--- config.mk ---
export PLATFORM = sky130hd
export DESIGN_NAME = note_sprite_renderer_flat
export DESIGN_NICKNAME = d
export VERILOG_FILES = /design/src/rtl/note_sprite_renderer_if.sv /design/src/rtl/note_sprite_renderer.sv /design/src/flat_wrapper.sv
export SDC_FILE = /design/constraint.sdc
export NUM_CORES = 1
export LEC_CHECK = 0
export BUFFER_PORTS_ARGS = -buffer_cell sky130_fd_sc_hd__buf_2
export CAP_MARGIN = 25
export CORE_MARGIN = 5
export CORE_UTILIZATION = 45
export CTS_BUF_LIST = sky130_fd_sc_hd__clkbuf_8
export CTS_CLUSTER_SIZE = 25
export DETAILED_ROUTE_END_ITERATION = 16
export PLACE_DENSITY_LB_ADDON = 0.12
export SYNTH_ARGS = -nofsm -noshare
export SYNTH_HDL_FRONTEND = slang
export SYNTH_SLANG_ARGS = --single-unit
--- constraint.sdc ---
create_clock -name clk -period 13.7 [get_ports clk]
set_input_delay 3.425 -clock clk [delete_from_list [all_inputs] [get_ports clk]]
set_output_delay 3.425 -clock clk [all_outputs]
set_load 0.02 [all_outputs]
--- src/rtl/note_sprite_renderer_if.sv ---
// Note-table load port (valid/ready) for note_sprite_renderer.
// note_flip is present only when SPRITE_FLIP_EN is defined.
interface note_sprite_renderer_if;
  logic       note_valid;
  logic       note_ready;
  logic [9:0] note_x;
  logic [9:0] note_y;
`ifdef SPRITE_FLIP_EN
  logic       note_flip;
  modport master (output note_valid, note_x, note_y, note_flip, input note_ready);
  modport slave  (input note_valid, note_x, note_y, note_flip, output note_ready);
`else
  modport master (output note_valid, note_x, note_y, input note_ready);
  modport slave  (input note_valid, note_x, note_y, output note_ready);
`endif
endinterface

--- src/rtl/note_sprite_renderer.sv ---
// Note-sprite renderer: double-buffered note table, per-pixel box hit, ROM address, pixel_on at +2.
// Optional SPRITE_FLIP_EN adds a per-entry 180-degree rotated address.
module note_sprite_lane #(
  parameter int SPR_W = 20,
  parameter int SPR_H = 30
) (
  input  logic       en,
  input  logic       video_on,
  input  logic       flip,
  input  logic [9:0] hcount,
  input  logic [9:0] vcount,
  input  logic [9:0] x,
  input  logic [9:0] y,
  output logic       hit,
  output logic [9:0] addr
);
  localparam logic [10:0] W11  = 11'(SPR_W);
  localparam logic [10:0] H11  = 11'(SPR_H);
  localparam logic [9:0]  W10  = 10'(SPR_W);
  localparam logic [9:0]  LAST = 10'(SPR_W*SPR_H-1);

  logic [10:0] dx, dy;
  logic [9:0]  lin;

  // Negative offsets wrap to >=1024 in 11 bits, so one unsigned compare covers both bounds.
  assign dx  = {1'b0, hcount} - {1'b0, x};
  assign dy  = {1'b0, vcount} - {1'b0, y};
  assign hit = en && video_on && (hcount < 10'd640) && (vcount < 10'd480) &&
               (dx < W11) && (dy < H11);
  assign lin  = dy[9:0] * W10 + dx[9:0];
  assign addr = flip ? LAST - lin : lin;
endmodule

module note_sprite_renderer #(
  parameter int SPR_W     = 20,
  parameter int SPR_H     = 30,
  parameter int MAX_NOTES = 8
) (
  input  logic                   clk,
  input  logic                   reset_n,
  note_sprite_renderer_if.slave  note,
  input  logic                   commit,
  input  logic                   clear,
  input  logic [9:0]             hcount,
  input  logic [9:0]             vcount,
  input  logic                   video_on,
  output logic [9:0]             rom_addr,
  input  logic                   rom_pixel,
  output logic                   pixel_on,
  output logic                   busy
);
  localparam int CW = $clog2(MAX_NOTES+1);
  localparam int IW = (MAX_NOTES > 1) ? $clog2(MAX_NOTES) : 1;

  typedef enum logic {LOAD, PENDING} state_t;
  state_t state, state_nxt;

  logic [MAX_NOTES-1:0][9:0] shd_x, shd_y, act_x, act_y;
  logic [MAX_NOTES-1:0]      shd_f, act_f;
  logic [CW-1:0]             shd_cnt, act_cnt;
  logic                      frame_start, accept, flip_in;
  logic [MAX_NOTES-1:0]      hit;
  logic [MAX_NOTES-1:0][9:0] addr;
  logic [9:0]                win_addr;
  logic [2:1]                vld_pipe;

`ifdef SPRITE_FLIP_EN
  assign flip_in = note.note_flip;
`else
  assign flip_in = 1'b0;
`endif

  assign frame_start = (hcount == 10'd0) && (vcount == 10'd0);
  assign accept      = note.note_valid && note.note_ready;

  always_ff @(posedge clk or negedge reset_n)
    if (!reset_n) state <= LOAD;
    else          state <= state_nxt;

  always_comb begin
    state_nxt = state;
    case (state)
      LOAD:    if (commit)      state_nxt = PENDING;
      PENDING: if (frame_start) state_nxt = LOAD;
      default:                  state_nxt = LOAD;
    endcase
  end

  always_comb begin
    note.note_ready = 1'b0;
    busy            = 1'b0;
    case (state)
      LOAD:    note.note_ready = (shd_cnt < CW'(MAX_NOTES));
      PENDING: busy            = 1'b1;
      default: ;
    endcase
  end

  // Clear beats a same-cycle accept; publication copies the whole shadow at frame start.
  always_ff @(posedge clk or negedge reset_n)
    if (!reset_n) begin
      shd_cnt <= '0; shd_x <= '0; shd_y <= '0; shd_f <= '0;
      act_cnt <= '0; act_x <= '0; act_y <= '0; act_f <= '0;
    end else begin
      if (state == LOAD && clear) shd_cnt <= '0;
      else if (accept) begin
        shd_x[shd_cnt[IW-1:0]] <= note.note_x;
        shd_y[shd_cnt[IW-1:0]] <= note.note_y;
        shd_f[shd_cnt[IW-1:0]] <= flip_in;
        shd_cnt                <= shd_cnt + CW'(1);
      end
      if (state == PENDING && frame_start) begin
        act_x <= shd_x; act_y <= shd_y; act_f <= shd_f; act_cnt <= shd_cnt;
      end
    end

  for (genvar i = 0; i < MAX_NOTES; i++) begin : g_lane
    note_sprite_lane #(.SPR_W(SPR_W), .SPR_H(SPR_H)) u_lane (
      .en(CW'(i) < act_cnt), .video_on(video_on), .flip(act_f[i]),
      .hcount(hcount), .vcount(vcount), .x(act_x[i]), .y(act_y[i]),
      .hit(hit[i]), .addr(addr[i])
    );
  end

  // Scan high to low so the lowest-index hit lands last.
  always_comb begin
    win_addr = '0;
    for (int i = MAX_NOTES-1; i >= 0; i--)
      if (hit[i]) win_addr = addr[i];
  end

  always_ff @(posedge clk or negedge reset_n)
    if (!reset_n) begin
      rom_addr <= '0;
      vld_pipe <= '0;
      pixel_on <= 1'b0;
    end else begin
      rom_addr <= win_addr;
      vld_pipe <= {vld_pipe[1], |hit};
      pixel_on <= vld_pipe[2] & rom_pixel;
    end
endmodule

--- src/flat_wrapper.sv ---
// flat-port wrapper written by rule: the top's interface ports become plain ports
module note_sprite_renderer_flat 
#(
  parameter int SPR_W     = 20,
  parameter int SPR_H     = 30,
  parameter int MAX_NOTES = 8
)
  (clk, reset_n, commit, clear, hcount, vcount, video_on, rom_addr, rom_pixel, pixel_on, busy, note_note_valid, note_note_x, note_note_y, note_note_ready);
  note_sprite_renderer_if note_i ();
  input  logic clk;
  input  logic reset_n;
  input  logic commit;
  input  logic clear;
  input  logic [9:0] hcount;
  input  logic [9:0] vcount;
  input  logic video_on;
  output logic [9:0] rom_addr;
  input  logic rom_pixel;
  output logic pixel_on;
  output logic busy;
  input wire logic [$bits(note_i.note_valid)-1:0] note_note_valid;
  input wire logic [$bits(note_i.note_x)-1:0] note_note_x;
  input wire logic [$bits(note_i.note_y)-1:0] note_note_y;
  output wire logic [$bits(note_i.note_ready)-1:0] note_note_ready;
  assign note_i.note_valid = note_note_valid;
  assign note_i.note_x = note_note_x;
  assign note_i.note_y = note_note_y;
  assign note_note_ready = note_i.note_ready;
  note_sprite_renderer #(.SPR_W(SPR_W), .SPR_H(SPR_H), .MAX_NOTES(MAX_NOTES)) u_core (.clk(clk), .reset_n(reset_n), .note(note_i), .commit(commit), .clear(clear), .hcount(hcount), .vcount(vcount), .video_on(video_on), .rom_addr(rom_addr), .rom_pixel(rom_pixel), .pixel_on(pixel_on), .busy(busy));
endmodule
# Yosys cells after proc, flatten, opt, wreduce, memory -nomap -nowiden
# Cells that the tools add are included.
word_totals:
  register_bits: 358
  input_bits: 47
  out_inout_bits: 13
  wordCells: 194
op_classes:
  add_sub_neg: 33
  multipliers: 8
  magnitude_cmp: 29
  mux: 29
  bitwise_logic: 5
  reduce_logical: 50
op_table:
  columns: ["operator", "count"]
  rows:
  - ["< comparator 11 x 5 -> 1 bit (second input constant)", 16]
  - ["subtractor 10 x 10 -> 11 bit", 16]
  - ["2-to-1 mux 10 bit", 17]
  - ["bitwise mux 80 bit", 2]
  - ["adder 10 bit", 8]
  - ["multiplier 10 x 3 -> 8 bit (second input constant)", 8]
  - ["subtractor 10 bit (first input constant)", 8]
  - ["logical AND 1 bit", 45]
  - ["demux 10 bit (select 3 bit)", 1]
  - ["zero test 10 bit", 2]
  - ["< comparator 3 x 4 -> 1 bit (first input constant)", 4]
  - ["< comparator 10 bit (second input constant)", 1]
  - ["< comparator 10 x 9 -> 1 bit (second input constant)", 1]
  - ["AND 8 bit", 1]
  - ["< comparator 1 x 4 -> 1 bit (first input constant)", 2]
  - ["< comparator 2 x 4 -> 1 bit (first input constant)", 2]
  - ["2-to-1 mux 4 bit", 2]
  - ["inverter 8 bit", 1]
  - ["OR reduction 8 bit", 1]
  - ["2-to-1 mux 1 bit", 5]
  - ["adder 4 x 1 -> 4 bit (second input constant)", 1]
  - ["< comparator 3 x 4 -> 1 bit (second input constant)", 1]
  - ["< comparator 4 bit (second input constant)", 1]
  - ["demux 1 bit (select 3 bit)", 1]
  - ["other kinds (6)", 7]

# Longest topological paths before layout
depth:
  depth_word: 14
  ltp_mapped: 22
  mapped_depth_nobuf: 22

# Modules after synthesis
# A second synthesis with hierarchy kept.
hier_totals:
  cells_unflattened: 2662
  area_unflattened_um2: 27356.2
modules_own_cells:
  columns: ["module", "instances", "cells_per_inst", "area_each_um2"]
  rows:
  - ["note_sprite_renderer", 1, 881, 13983.4]
  - ["note_sprite_lane at u_core.g_lane[2].u_lane ...", 4, 230, 1715.4]
  - ["note_sprite_lane at u_core.g_lane[0].u_lane ...", 3, 215, 1634.1]
  - ["note_sprite_lane at u_core.g_lane[7].u_lane", 1, 216, 1609.0]

# Least setup slack after synthesis
# Ideal clock, no wire load.
synth_timing:
  path_kind: "input port to flip-flop"
  start: "in vcount[0]"
  end: "reg u_core.rom_addr[9]"
  setup_time_ps: 67
  arrival_time_ps: 7797
  t_required_ps: 13633
  path_slack_ps: 5835
  cell_stages: 22
  path_cell_list: "inv_1 > ha_1 > inv_1 > fa_1 > a21o_1 > a21oi_1 > xnor2_1 > ha_1 > inv_1 > fa_1 > inv_1 > ha_1 > nand2_1 > o311ai_0 > o21a_1 > nor2_1 > nor4bb_1 > xnor2_1 > xnor2_1 > a221oi_1 > o41ai_1 > o221a_1"
synth_via:
  elab_chain_len: 13
  elab_cells_between_ends: 81
  cone_classes: "add/sub: 24; mul: 8; order compare: 9; mux: 16; reduce/logical: 24"
synth_rtl:
  columns: ["element", "line", "text"]
  rows:
  - ["start: declaration", "flat_wrapper.sv:15", "input logic [9:0] vcount;"]
  - ["subtractor 10 x 10 -> 11 bit", "note_sprite_renderer.sv:27", "assign dy = {1'b0, vcount} - {1'b0, y};"]
  - ["multiplier 10 x 3 -> 8 bit", "note_sprite_renderer.sv:30", "assign lin = dy[9:0] * W10 + dx[9:0];"]
  - ["adder 10 bit", "note_sprite_renderer.sv:30", null]
  - ["subtractor 10 bit", "note_sprite_renderer.sv:31", "assign addr = flip ? LAST - lin : lin;"]
  - ["2-to-1 mux 10 bit", "note_sprite_renderer.sv:31", null]
  - ["2-to-1 mux 10 bit (7 in series)", "note_sprite_renderer.sv:129", "if (hit[i]) win_addr = addr[i];"]
  - ["2-to-1 mux 10 bit (*)", "note_sprite_renderer.sv:129", null]
  - ["net u_core.win_addr[9]", "note_sprite_renderer.sv:64", "logic [9:0] win_addr;"]
  - ["end signal: assignment", "note_sprite_renderer.sv:138", "rom_addr <= win_addr;"]
  - ["end: declaration", "note_sprite_renderer.sv:47", "output logic [9:0] rom_addr,"]
# The timed path passes the listed nets; every way through them passes the cells marked *.
# A chain may end at the register's enable or synchronous reset.

# Worst setup path after layout
# Same ends and word-level chain as after synthesis.

==> run summary <==
status = completed
syn nets = 3,162
number of global-route vias before repair = 20,900
Hold Path Origin = u_core.vld_pipe[1]
Post-CTS Repair Setup Buffers = 0
RSZ-0062 raised after global routing = no
Synth Flop Type = dfrtp_1
RR Startpoint = u_core.act_y[70]
clock root buffer = clkbuf_8
maximum VDD drop = 0.0743 mV
PortBufs = 59
Area Overhead vs Synth = 9.24%
Slew @ Worst Pin = 1040 ps
Rows = 89
yosys warns = 0
fin util = 0.494
Total Routing Usage GR = 0.260
initial antenna violation count = 6
Initial Util = 0.452
register area share after synthesis = 0.338
Startpoint Class = input port
CTS Buffer Depth = 3
H-tree Lvls = 3
ANT nets after route = 0
Crit path buffers/inverters = 5
post-DR vias/cell = 5.75
Pleak = 0.0143 uW
# IOs = 60
Core ar. = 58,700 um2
Nets = 3,227
Critical Path Sink Type = flop
Yosys reg bits = 358
worst-path cell chain = buf_2, inv_1, ha_1, inv_1, fa_1, a21o_1, a21oi_1, xnor2_1, ha_1, inv_1, fa_1, inv_1, ha_1, nand2_1, o311ai_0, o21a_1, nor2_1, nor4bb_1, xnor2_1, xnor2_1, a221oi_1, o41ai_1, o221a_1
Worst Hold End = u_core.vld_pipe[2]
DPL Wire Length = 64.0 mm
Netlist Area Pre-Place = 26,500 um2
Clock Skews = 28.3 ps
Max stage delay on crit path = 530 ps
Die ar. = 63,900 um2
Peak Freq = 0.124 GHz
Maximum Capacitance Violations = 0
clk slew on worst S/H paths = 70 ps
worst min path class = flop to flop
share of layout cells above drive strength 1 = 0.139
CP top delay family = adder cells
Cells after Synth = 2,786
DR DRC count = 0
CP max stage cell = fa_1
die height = 253 um
CTS tree = yes
post_cts resized = 0
Power per Cell Area = 103 nW/um2
share of flip-flops with an asynchronous set or reset = 1.00
Routed WL per cell = 22.9 um
clk_lat worst skew = 640 ps
Final Hold Viols = 0
cell mode on critical path = inv_1
critical-path maximum fanout = 8
max-slew violations = 0
GP Congestion = 0.968
period utilization = 0.587
cts hold-fix bufs = 0
Post-synth EDFFs = 0
First-pass DRT Iterations = 6
largest net degree at the start of global routing = 99
CTS Sinks = 358
CTS buffer count = 67
sum of negative setup slack = 0 ps
Hold Path Depth = 0
library cells used by synthesis = 98
Worst Path Arrival = 8610 ps
initial DRC count = 1,475
Die X = 253 um
final WL = 84.0 mm
Slew headroom = 0.305
Reg2Reg Depth = 21
Worst R2R End = u_core.rom_addr[9]
Post-Syn Area per Cell = 9.52 um2
Via Count = 21,100
critical path type = input port to flop
first-pass GRT wire length = 126 mm
min Tclk post-route = 8040 ps
Worst EP required = 14,270 ps
internal reg-to-reg setup slack = 8580 ps
GRT Residual Overflow = 0
Final Setup Violations = 0
worst reg2reg max path: stages (launching register included):
cell and delay, ps:
dfrtp_1 390, ha_1 180, inv_1 50, fa_1 400
a21o_1 210, a21oi_1 180, xnor2_1 110, ha_1 330
inv_1 70, fa_1 530, inv_1 40, ha_1 340
nand2_1 80, o311ai_0 440, o21a_1 190, nor2_1 80
nor4bb_1 340, xnor2_1 190, xnor2_1 140, a221oi_1 110
o41ai_1 420, o221a_1 250
cell usage in the layout (no fill, tap or decap), drive strengths merged, types with 9 or more instances in the layout:
cell | Yosys | final
a2111oi | 11 | 11
a211oi | 16 | 16
a21boi | 14 | 14
a21o | 42 | 42
a21oi | 136 | 136
a221oi | 11 | 11
a31oi | 33 | 33
and2 | 20 | 20
buf | 19 | 76
clkbuf | 61 | 85
dfrtp | 358 | 358
fa | 32 | 32
ha | 297 | 297
inv | 263 | 280
mux2 | 190 | 190
mux2i | 14 | 14
nand2 | 228 | 228
nand2b | 37 | 37
nand3 | 12 | 12
nand3b | 9 | 9
nand4 | 9 | 9
nor2 | 134 | 134
nor2b | 48 | 48
nor3 | 33 | 33
nor4 | 20 | 20
o2111ai | 12 | 12
o211ai | 18 | 18
o21a | 35 | 35
o21ai | 257 | 257
o21bai | 25 | 25
o22ai | 11 | 11
o31a | 14 | 14
o31ai | 10 | 10
or2 | 12 | 12
or3 | 13 | 13
or4 | 13 | 13
xnor2 | 156 | 156
xor2 | 72 | 72
cell families after synthesis:
kind of cell | Yosys count | synth area share
AO/OA/AOI/OAI | 703 | 0.169
adder cells (fa/ha/maj) | 329 | 0.164
multiplexers | 204 | 0.0860
buffers and inverters | 343 | 0.0496
XOR/XNOR | 230 | 0.0770
AND/OR/NAND/NOR | 619 | 0.116
flip-flops | 358 | 0.338
cell type report:
cell class	count	area, um2
clock buffers	85	1170
fillers	5560	29700
well taps	773	967
repair buffers	76	445
flip-flops and latches	358	8960
inverters	263	987
multi-input cells	2085	16300
diodes	2	5.00
clock inverters	28	154
synth_stat cells (8+ instances only):
cell type | number | area (um2)
o31ai_1 | 10 | 75.1
nand2b_1 | 37 | 231
o2111ai_1 | 12 | 105
mux2_2 | 190 | 2140
nand2_1 | 228 | 856
o211ai_1 | 18 | 135
ha_1 | 297 | 3720
xor2_1 | 72 | 631
nand3b_1 | 9 | 67.6
or4_1 | 12 | 90.1
nand3_1 | 12 | 60.1
o21bai_1 | 25 | 188
clkbuf_1 | 61 | 229
and2_1 | 20 | 125
a211oi_1 | 15 | 113
dfrtp_1 | 358 | 8960
buf_2 | 8 | 40.0
nor2b_1 | 47 | 294
mux2i_1 | 14 | 140
nand4_1 | 9 | 56.3
nor2_1 | 133 | 499
inv_1 | 262 | 983
or3_1 | 12 | 75.1
o22ai_1 | 11 | 68.8
fa_1 | 32 | 641
nor4_1 | 19 | 119
a221oi_1 | 8 | 70.1
a21o_1 | 42 | 315
nor3_1 | 32 | 160
a21oi_1 | 135 | 676
nor3b_1 | 8 | 60.1
o31a_1 | 13 | 114
buf_1 | 8 | 30.0
a21boi_0 | 12 | 90.1
o21ai_0 | 252 | 1260
a31oi_1 | 32 | 200
xnor2_1 | 156 | 1370
o21a_1 | 35 | 263
stage by stage:
step	hold slack, ps	instances	area, um2	power, uW	worst slack [ps]
2_1_floorplan	331	2786	26500	1700	5840
3_3_place_gp	340	3554	27600	1930	5070
3_5_place_dp	347	3554	27600	1930	5060
4_1_cts	360	3667	28900	3000	5740
5_1_grt	381	3669	29000	3130	5420
6_report	356	3670	29000	2980	5660
flip-flops by register name (all words and copies together) (netlist names):
register         count
u_core.shd_x        80
u_core.act_x        80
u_core.vld_pipe      2
u_core.rom_addr     10
u_core.shd_f         8
u_core.shd_y        80
u_core.pixel_on      1
u_core.shd_cnt       4
u_core.state         1
u_core.act_y        80
u_core.act_f         8
u_core.act_cnt       4
power breakdown:
part	internal [uW]	leakage, uW	switching [uW]
combinational	349	0.00934	508
sequential	1070	0.00422	5.06
clock	574	0.000747	472
worst max-delay path by stage:
stage / startpoint / endpoint / slack (ps) / cells after the start
floorplan: vcount[0] / u_core.rom_addr[9] / 5840 / 22
global placement: vcount[0] / u_core.rom_addr[9] / 5070 / 23
detailed placement: vcount[0] / u_core.rom_addr[9] / 5060 / 23
CTS: vcount[0] / u_core.rom_addr[9] / 5740 / 23
global route: vcount[0] / u_core.rom_addr[9] / 5420 / 23
finish: vcount[0] / u_core.rom_addr[9] / 5660 / 23
per-layer routing:
metal	vias up	wire, um	global-route usage	part of all wire
met4	0	2620	0.0754	0.031
met3	158	3590	0.0353	0.043
met5	-	0	0	0
met2	509	41500	0.458	0.49
met1	10500	36300	0.336	0.43
li1	9944	-	-	-
Note: power is estimated with default switching activity, not from simulation.
